### src/rtl/game_sequencer.sv
// game_sequencer: level FSM driving the rhythm-game core's reset, mode, note patterns and beat period.
module game_sequencer #(
  parameter logic [22:0] BASE_DIFF  = 23'd4000000,
  parameter logic [22:0] DIFF_STEP  = 23'd500000,
  parameter logic [22:0] MIN_DIFF   = 23'd1000000,
  parameter logic [1:0]  CD_BEATS   = 2'd3,
  parameter logic [3:0]  TAIL_BEATS = 4'd2,
  parameter logic [7:0]  MAX_MISSES = 8'd10,
  parameter logic [2:0]  MODE_RUN   = 3'd4,
  parameter logic [2:0]  MODE_HOLD  = 3'd0
) (
  input  logic        clk,
  input  logic        reset,
  input  logic        start,
  input  logic        pause,
  input  logic [7:0]  num_misses,
  output logic        game_rst,
  output logic [2:0]  mode,
  output logic [31:0] notes1,
  output logic [31:0] notes2,
  output logic [22:0] diff,
  output logic [1:0]  level,
  output logic [1:0]  countdown,
  output logic        win,
  output logic        over
);
  localparam logic [2:0] S_IDLE = 3'd0, S_LOAD = 3'd1, S_CD = 3'd2, S_PLAY = 3'd3,
                         S_PAUSE = 3'd4, S_WIN = 3'd5, S_OVER = 3'd6;
  localparam logic [5:0] END_BEAT = 6'd32 + {2'b00, TAIL_BEATS};
  logic [2:0] state, nxt;
  logic start_q, pause_q, start_e, pause_e, run, beat, song_end, clr;
  logic [22:0] timer, diff_lvl;
  logic [5:0] bidx;
  logic [25:0] diff_raw;
  logic [31:0] rom1, rom2;
  assign start_e  = start & ~start_q;
  assign pause_e  = pause & ~pause_q;
  assign run      = state == S_CD || state == S_PLAY;
  assign beat     = run && timer == diff - 23'd1;
  assign song_end = state == S_PLAY && beat && bidx + 6'd1 == END_BEAT;
  // wrapped (negative) results land in the upper half, caught by bit 25
  assign diff_raw = {3'b000, BASE_DIFF} - {24'd0, level} * {3'b000, DIFF_STEP};
  assign diff_lvl = (diff_raw[25] || diff_raw < {3'b000, MIN_DIFF}) ? MIN_DIFF : diff_raw[22:0];
  assign rom1 = level == 2'd0 ? 32'hAAAAAAAA : level == 2'd1 ? 32'h92492492 :
                level == 2'd2 ? 32'hF0F0F0F0 : 32'hFFFF0000;
  assign rom2 = level == 2'd0 ? 32'hCCCCCCCC : level == 2'd1 ? 32'h24924924 :
                level == 2'd2 ? 32'h0F0F0F0F : 32'h0000FFFF;
  // the timer survives a pause round-trip; any other state change restarts it
  assign clr = nxt != state && !(state == S_PLAY && nxt == S_PAUSE) && !(state == S_PAUSE && nxt == S_PLAY);
  always_comb begin
    nxt = state;
    case (state)
      S_IDLE:  nxt = start_e ? S_LOAD : S_IDLE;
      S_LOAD:  nxt = S_CD;
      S_CD:    nxt = (beat && countdown == 2'd1) ? S_PLAY : S_CD;
      S_PLAY:  nxt = num_misses > MAX_MISSES ? S_OVER :
                     song_end ? (level == 2'd3 ? S_WIN : S_LOAD) :
                     pause_e ? S_PAUSE : S_PLAY;
      S_PAUSE: nxt = start_e ? S_IDLE : pause_e ? S_PLAY : S_PAUSE;
      S_WIN, S_OVER: nxt = start_e ? S_LOAD : state;
      default: nxt = S_IDLE;
    endcase
  end
  always_ff @(posedge clk) begin
    if (reset) begin
      state     <= S_IDLE;
      start_q   <= 1'b0;
      pause_q   <= 1'b0;
      timer     <= '0;
      bidx      <= '0;
      game_rst  <= 1'b1;
      mode      <= MODE_HOLD;
      notes1    <= '0;
      notes2    <= '0;
      diff      <= BASE_DIFF;
      level     <= '0;
      countdown <= '0;
      win       <= 1'b0;
      over      <= 1'b0;
    end else begin
      state     <= nxt;
      start_q   <= start;
      pause_q   <= pause;
      timer     <= (clr || beat) ? '0 : run ? timer + 23'd1 : timer;
      bidx      <= state == S_LOAD ? '0 : (state == S_PLAY && beat) ? bidx + 6'd1 : bidx;
      game_rst  <= nxt == S_IDLE || nxt == S_LOAD;
      mode      <= nxt == S_PLAY ? MODE_RUN : MODE_HOLD;
      notes1    <= state == S_LOAD ? rom1 : notes1;
      notes2    <= state == S_LOAD ? rom2 : notes2;
      diff      <= state == S_LOAD ? diff_lvl : diff;
      level     <= nxt == S_LOAD && state != S_LOAD ? (state == S_PLAY ? level + 2'd1 : 2'd0) : level;
      countdown <= nxt != S_CD ? 2'd0 : state != S_CD ? CD_BEATS : beat ? countdown - 2'd1 : countdown;
      win       <= nxt == S_WIN;
      over      <= nxt == S_OVER;
    end
  end
endmodule

### config.mk
export PLATFORM = sky130hd
export DESIGN_NAME = game_sequencer
export DESIGN_NICKNAME = d
export VERILOG_FILES = /design/src/rtl/game_sequencer.sv
export SDC_FILE = /design/constraint.sdc
export NUM_CORES = 1
export LEC_CHECK = 0
export ABC_AREA = 1
export CAP_MARGIN = 10
export CORE_MARGIN = 5
export CORE_UTILIZATION = 50
export DETAILED_ROUTE_END_ITERATION = 8
export HOLD_SLACK_MARGIN = 0.12
export PLACE_DENSITY = 0.81
export SETUP_SLACK_MARGIN = 0.2
export SYNTH_ARGS = -nofsm -noshare
export SYNTH_HDL_FRONTEND = slang
export SYNTH_SLANG_ARGS = --single-unit
### constraint.sdc
create_clock -name clk -period 3.3 [get_ports clk]
set_clock_uncertainty 0.1 [all_clocks]
set_input_delay 0.99 -clock clk [delete_from_list [all_inputs] [get_ports clk]]
set_output_delay 0.99 -clock clk [all_outputs]
set_load 0.05 [all_outputs]
# [Word level (Yosys, flattened, before mapping)]
# Cells that the tools add are included.
# Widths: inputs -> output; s select.
[op_classes] n_mul=1 order_cmp=2 mux=21 n_reduce_logical=23 addsub=6 eq_ne=21 n_bitwise=4
[ops] operator="$mux 31" n=2
[ops] operator="$mux 28" n=2
[ops] operator="$mux 32" n=1
[ops] operator="$mux 30" n=1
[ops] operator="$lt 26x20->1 const B" n=1
[ops] operator="$mux 3" n=8
[ops] operator="$add 23x1->23 const B" n=1
[ops] operator="$eq 23x23->1" n=1
[ops] operator="$mux 23" n=1
[ops] operator="$sub 22x21->23 const A" n=1
[ops] operator="$sub 23x1->23 const B" n=1
[ops] operator="$eq 3x3->1 const B" n=6
[ops] operator="$pmux 3 s6" n=1
[ops] operator="$mul 2x14->16 const B" n=1
[ops] operator="$eq 3x2->1 const B" n=3
[ops] operator="$logic_and 1x1->1" n=9
[ops] operator="$gt 8x4->1 const B" n=1
[ops] operator="$reduce_or 2->1" n=4
[ops] operator="$add 6x1->6 const B" n=1
[ops] operator="$eq 3x1->1 const B" n=2
[ops] operator="$eq 6x6->1 const B" n=1
[ops] operator="$logic_not 3->1" n=2
[ops] operator="$mux 2" n=3
[ops] operator="$ne 3x2->1 const B" n=2
[ops] operator="other kinds (13)" n=22
[totals] out_inout_bits=97 input_bits=12 reg_bits=131

# [Longest topological paths before layout]
[depth] depth_word=15 depth_mapped=25 ltp_nobuf=24

# [Worst setup path after synthesis]
# No wires, ideal clock.
[synth_timing] path_type="register to register" startpoint="register diff[13]" endpoint="register timer[22]" path_buffers=1 stages_incl_launch_ff=24 t_required_ps=3083 arrival_ps=2835 setup_time_ps=117 path_slack_ps=248 synth_period_minus_slack_ps=3052 cell_sequence="dfxtp_1 -> inv_2 -> ha_1 -> inv_1 -> nor2_1 -> nand2_1 -> nand2_1 -> nand2_1 -> nand2_1 -> nor2_1 -> nand3_1 -> nor2_1 -> nand3_2 -> nor2_4 -> nand4_2 -> nand2_1 -> nand3_2 -> nand3_1 -> nor2_1 -> nor2_1 -> nand2_1 -> nand2_2 -> buf_6 -> nor2_2"
[synth_between] elab_chain_len=15 word_cells_on_any_way=21 cone_classes="add/sub (1); eq/ne (4); mux (4); reduce/logical (12)"
[synth_lines] item="start, declared" line="21" text="output logic [22:0] diff,"
[synth_lines] item="start signal, assigned" line="90" text="diff <= state == S_LOAD ? diff_lvl : diff;"
[synth_lines] item="$sub 23x1->23 *" line="39" text="assign beat = run && timer == diff - 23'd1;"
[synth_lines] item="$eq 23x23->1 *" line="39"
[synth_lines] item="$logic_and 1x1->1 *" line="39"
[synth_lines] item="$logic_and 1x1->1 (2 in series)" line="40" text="assign song_end = state == S_PLAY && beat && bidx + 6'd1 == END_BEAT;"
[synth_lines] item="$mux 3" line="57" text="song_end ? (level == 2'd3 ? S_WIN : S_LOAD) :"
[synth_lines] item="$mux 3" line="56" text="S_PLAY: nxt = num_misses > MAX_MISSES ? S_OVER :"
[synth_lines] item="$pmux 3 s6" line="52" text="case (state)"
[synth_lines] item="$eq 3x3->1" line="49" text="assign clr = nxt != state && !(state == S_PLAY && nxt == S_PAUSE) && !(state == S_PAUSE && nxt == S_PLAY);"
[synth_lines] item="$logic_and 1x1->1" line="49"
[synth_lines] item="$logic_not 1->1" line="49"
[synth_lines] item="$logic_and 1x1->1 (2 in series)" line="49"
[synth_lines] item="$logic_or 1x1->1 *" line="84" text="timer <= (clr || beat) ? '0 : run ? timer + 23'd1 : timer;"
[synth_lines] item="$reduce_or 2->1 (no line) *"
[synth_lines] item="end signal, assigned" line="84"
[synth_lines] item="end, declared" line="32" text="logic [22:0] timer, diff_lvl;"
# Every way passes the cells marked *; elsewhere a longest branch is shown, timed or not.
# A chain may end at the register's enable or synchronous reset.

# [Worst setup path in the final report]
[layout_timing] startpoint="input pause" endpoint="register timer[19]"
[layout_between] elab_chain_len=12 word_cells_on_any_way=18 cone_classes="eq/ne (3); mux (6); bitwise (1); reduce/logical (8)"
[layout_lines] item="start, declared" line="15" text="input logic pause,"
[layout_lines] item="$and 1x1->1 *" line="37" text="assign pause_e = pause & ~pause_q;"
[layout_lines] item="$mux 3" line="58" text="pause_e ? S_PAUSE : S_PLAY;"
[layout_lines] item="$mux 3" line="57"
[layout_lines] item="$mux 3" line="56"
[layout_lines] item="$pmux 3 s6 *" line="52"
[layout_lines] item="$eq 3x3->1" line="49"
[layout_lines] item="$logic_and 1x1->1" line="49"
[layout_lines] item="$logic_not 1->1" line="49"
[layout_lines] item="$logic_and 1x1->1" line="49"
[layout_lines] item="$logic_and 1x1->1 *" line="49"
[layout_lines] item="$logic_or 1x1->1 *" line="84"
[layout_lines] item="$reduce_or 2->1 (no line) *"
# Marked as above.

==> Flow_metrics.wiki <==
{| class="wikitable"
! Metric !! Value
|-
| Worst Setup Start Kind || primary input
|-
| Post-layout utilization of the core || 0.6318
|-
| Met3 routed WL || just over 900 microns
|-
| Wire length of the first global-routing pass || around 17 mm
|-
| CTS clock-pin slew for the worst setup and hold paths || approximately 0.070 ns
|-
| Total chip power || around 2.3 mW
|-
| Maximum number of pins on one net before global-route repair || 24
|-
| Total Neg Setup Slack || 0 ns
|-
| Layout overhead on the synthesized area || 24.90%
|-
| Routed WL per cell || around 14 microns
|-
| Half-perimeter wire length of the detailed placement result || between 7 and 8 mm
|-
| Highest-count cells in the layout ignoring fill and taps || sky130_fd_sc_hd__nand2_1 (129), sky130_fd_sc_hd__clkdlybuf4s50_1 (94), sky130_fd_sc_hd__inv_1 (70)
|-
| Total of endpoints with negative setup slack in the final report || 0
|-
| Total overflow reported by the global router || 0
|-
| Cell area after placement || 5011 sq um
|-
| Post-synth EDFFs || 0
|-
| Full die area || about 11000 sq um
|-
| Number of instances in the placed design || roughly 770
|-
| Slew margin rel. || 0.5320
|-
| Cell area after synthesis || 4347 sq um
|-
| Total vias in the final route || 4021
|-
| First-iteration detailed-routing DRC count || 239
|-
| Register-to-register path setup slack || ~0.30 ns
|-
| Number of hold-slack violations in the final timing report || 0
|-
| Vias in the first global route || 3752
|-
| Global router's overall resource usage || 0.1941
|-
| Height of the chip || approximately 100 microns
|-
| Worst hold path cell count || 2
|-
| Ratio of cells with drive above 1 in the final layout || 0.1408
|-
| Number of register bits inferred by synthesis || 67
|-
| Warning count from the yosys run || 0
|-
| Max capacitance violation total || 0
|-
| Placement row count || 34
|-
| Worst-Margin Slew || about 0.70 ns
|-
| Post-route cell area || roughly 5400 sq um
|-
| Skew-Pair Late Insertion Delay || 0.36 ns
|-
| Clock sink count || 67
|-
| Pleak || 2.220 nW
|-
| Total I/O pin count || roughly 110
|-
| CTS H-tree lvls || 3
|-
| Min cycle time layout || 3.058 ns
|-
| Fin nets || between 700 and 800
|-
| FF-to-FF path depth || 24
|-
| Data arrival time of the critical path || between 3 and 4 ns
|-
| Amount of wire on met2 after detailed routing || about 5.3 mm
|-
| Kind of capture point of the worst setup path || flop
|-
| Maximum count of clock buffers along a single path || 2
|-
| Share of the clock period used by the worst path || 0.9265
|-
| GPL Wtd Cong || around 0.9
|-
| Worst-case vdd ir drop || between 0.2 and 0.3 mV
|-
| Max Clock Freq || roughly 330 MHz
|-
| Vias per cell || around 5.1
|-
| Crit Path Class || in -> reg
|-
| Final cell count without fillers || between 700 and 800
|-
| Largest fanout of any net on the critical path || 6
|-
| Avg Inst Size Synth || 7.068 sq um
|-
| Cell count after synthesis || 615
|-
| Routed WL || approximately 11 mm
|-
| Distinct cell type count after synthesis || 42
|-
| Antenna Cells || 0
|-
| Root Buffer || sky130_fd_sc_hd__clkbuf_8
|-
| # port buffers || between 90 and 100
|-
| Uppermost routed layer || met4
|-
| Class of the tightest hold or removal check || reg -> reg
|-
| Post-Route M1 WL || 4.500 mm
|-
| Starting utilization of the core area || 0.5058
|-
| # DRC || 0
|-
| Cell area power density || roughly 420 nW/um^2
|-
| Most common library cell in the layout ignoring fill and taps || sky130_fd_sc_hd__nand2_1
|-
| Result of the run || complete, no violations
|-
| Remaining number of nets flagged by the antenna check after routing || 0
|-
| Max Transition Viols Final || 0
|-
| Floorplan Core Area || 8593 sq um
|-
| Dominant synthesized flop cell || sky130_fd_sc_hd__dfxtp_1
|-
| Die width || 103.2 microns
|-
| Number of antenna violations at the first check in global routing || 0
|-
| Fraction of the yosys area taken by sequential cells || 0.3086
|-
| Router iterations before antenna repair || 6
|-
| Total CTS buffers || 9
|-
| Fraction of registers with async set/reset || 0
|-
| Unrepaired setup endpoints after global routing || yes
|-
| Data required time at the worst endpoint || between 3 and 4 ns
|-
| Clock tree from TritonCTS || built
|}
flip-flops by register name (all words and copies together) (netlist names), 2 cells and up:
register,cells
timer,23
diff,12
notes1,12
bidx,6
state,3
countdown,2
level,2
worst max-delay path: stages:
cell,delay (ns)
sky130_fd_sc_hd__clkdlybuf4s50_1,0.45
sky130_fd_sc_hd__inv_1,0.04
sky130_fd_sc_hd__nor2_1,0.16
sky130_fd_sc_hd__inv_1,0.09
sky130_fd_sc_hd__nor2_2,0.11
sky130_fd_sc_hd__inv_1,0.10
sky130_fd_sc_hd__nor3_4,0.17
sky130_fd_sc_hd__a311oi_1,0.08
sky130_fd_sc_hd__o21ai_1,0.14
sky130_fd_sc_hd__inv_1,0.12
sky130_fd_sc_hd__nand3_1,0.11
sky130_fd_sc_hd__nor2_1,0.06
sky130_fd_sc_hd__nor2_1,0.13
sky130_fd_sc_hd__nand2_2,0.09
sky130_fd_sc_hd__nand2_4,0.14
sky130_fd_sc_hd__clkbuf_16,0.17
sky130_fd_sc_hd__nor2_2,0.04
cell families (layout without fill, tap and decap cells):
group           Yosys count  count (layout)  synth area share
xor+xnor                 30              30           0.06045
fa+ha+maj                15              15           0.04318
simple gates            291             291            0.3152
other cells               1              14         0.0008627
compound gates           57              57           0.07859
flops                    67              67            0.3086
mux                       1               1          0.002303
buf+inv                 153             207            0.1908
final timing paths:
path / from / to
worst max-delay path: pause / timer[19]$_SDFFE_PP0P_
worst min-delay path: bidx[5]$_SDFFE_PP0P_ / bidx[5]$_SDFFE_PP0P_
worst max register to register: diff[13]$_SDFFE_PP0P_ / timer[19]$_SDFFE_PP0P_
worst min register to register: bidx[5]$_SDFFE_PP0P_ / bidx[5]$_SDFFE_PP0P_
power by group:
group          switching, mW  total (mW)  internal [mW]
Clock                  0.344       0.721          0.377
Sequential            0.0400       0.878          0.838
Combinational          0.468       0.689          0.221
cell type report:
type | instances | area (sq um)
fillers | 712 | 3164
multi-input cells | 408 | 2320
flip-flops and latches | 67 | 1348
repair buffers | 108 | 1097
inverters | 83 | 319.1
clock buffers | 10 | 137.6
well taps | 108 | 135.1
clock inverters | 6 | 72.57
stage by stage:
stage | setup slack (ns) | hold WS, ns
5_1_grt | 0.1356 | 0.4056
6_report | 0.2424 | 0.3853
3_5_place_dp | -0.05425 | 0.3753
3_3_place_gp | 0.1043 | 0.3642
4_1_cts | 0.2526 | 0.3840
2_1_floorplan | 0.2481 | 0.3527
Yosys cell counts, types with 5 or more instances:
library cell               count  share of area
sky130_fd_sc_hd__a21oi_1      16          0.018
sky130_fd_sc_hd__buf_4        64           0.11
sky130_fd_sc_hd__dfxtp_1      67           0.31
sky130_fd_sc_hd__ha_1         15          0.043
sky130_fd_sc_hd__inv_1        71          0.061
sky130_fd_sc_hd__inv_2         8         0.0069
sky130_fd_sc_hd__nand2_1     135           0.12
sky130_fd_sc_hd__nand3_1      27          0.031
sky130_fd_sc_hd__nand3b_1      5         0.0086
sky130_fd_sc_hd__nor2_1       60          0.052
sky130_fd_sc_hd__nor2_2       22          0.032
sky130_fd_sc_hd__nor2_4        5          0.013
sky130_fd_sc_hd__nor3_1       10          0.012
sky130_fd_sc_hd__nor4_1        8          0.012
sky130_fd_sc_hd__o21ai_0      15          0.017
sky130_fd_sc_hd__xnor2_1       6          0.012
sky130_fd_sc_hd__xor2_1       24          0.048
routing by layer:
metal,vias to the layer above,GRT usage
met3,21,0.05097
met1,1843,0.2287
met2,162,0.3379
li1,1995,-
met4,0,0.07371
met5,-,0
timing repair:
item	4_1_cts	5_1_grt
pin swaps	0	15
gates cloned	0	3
resized for setup	1	29
setup endpoints to repair	23	28
setup buffers	0	5
hold buffers	0	0
Power figures use the tool's default switching activity.
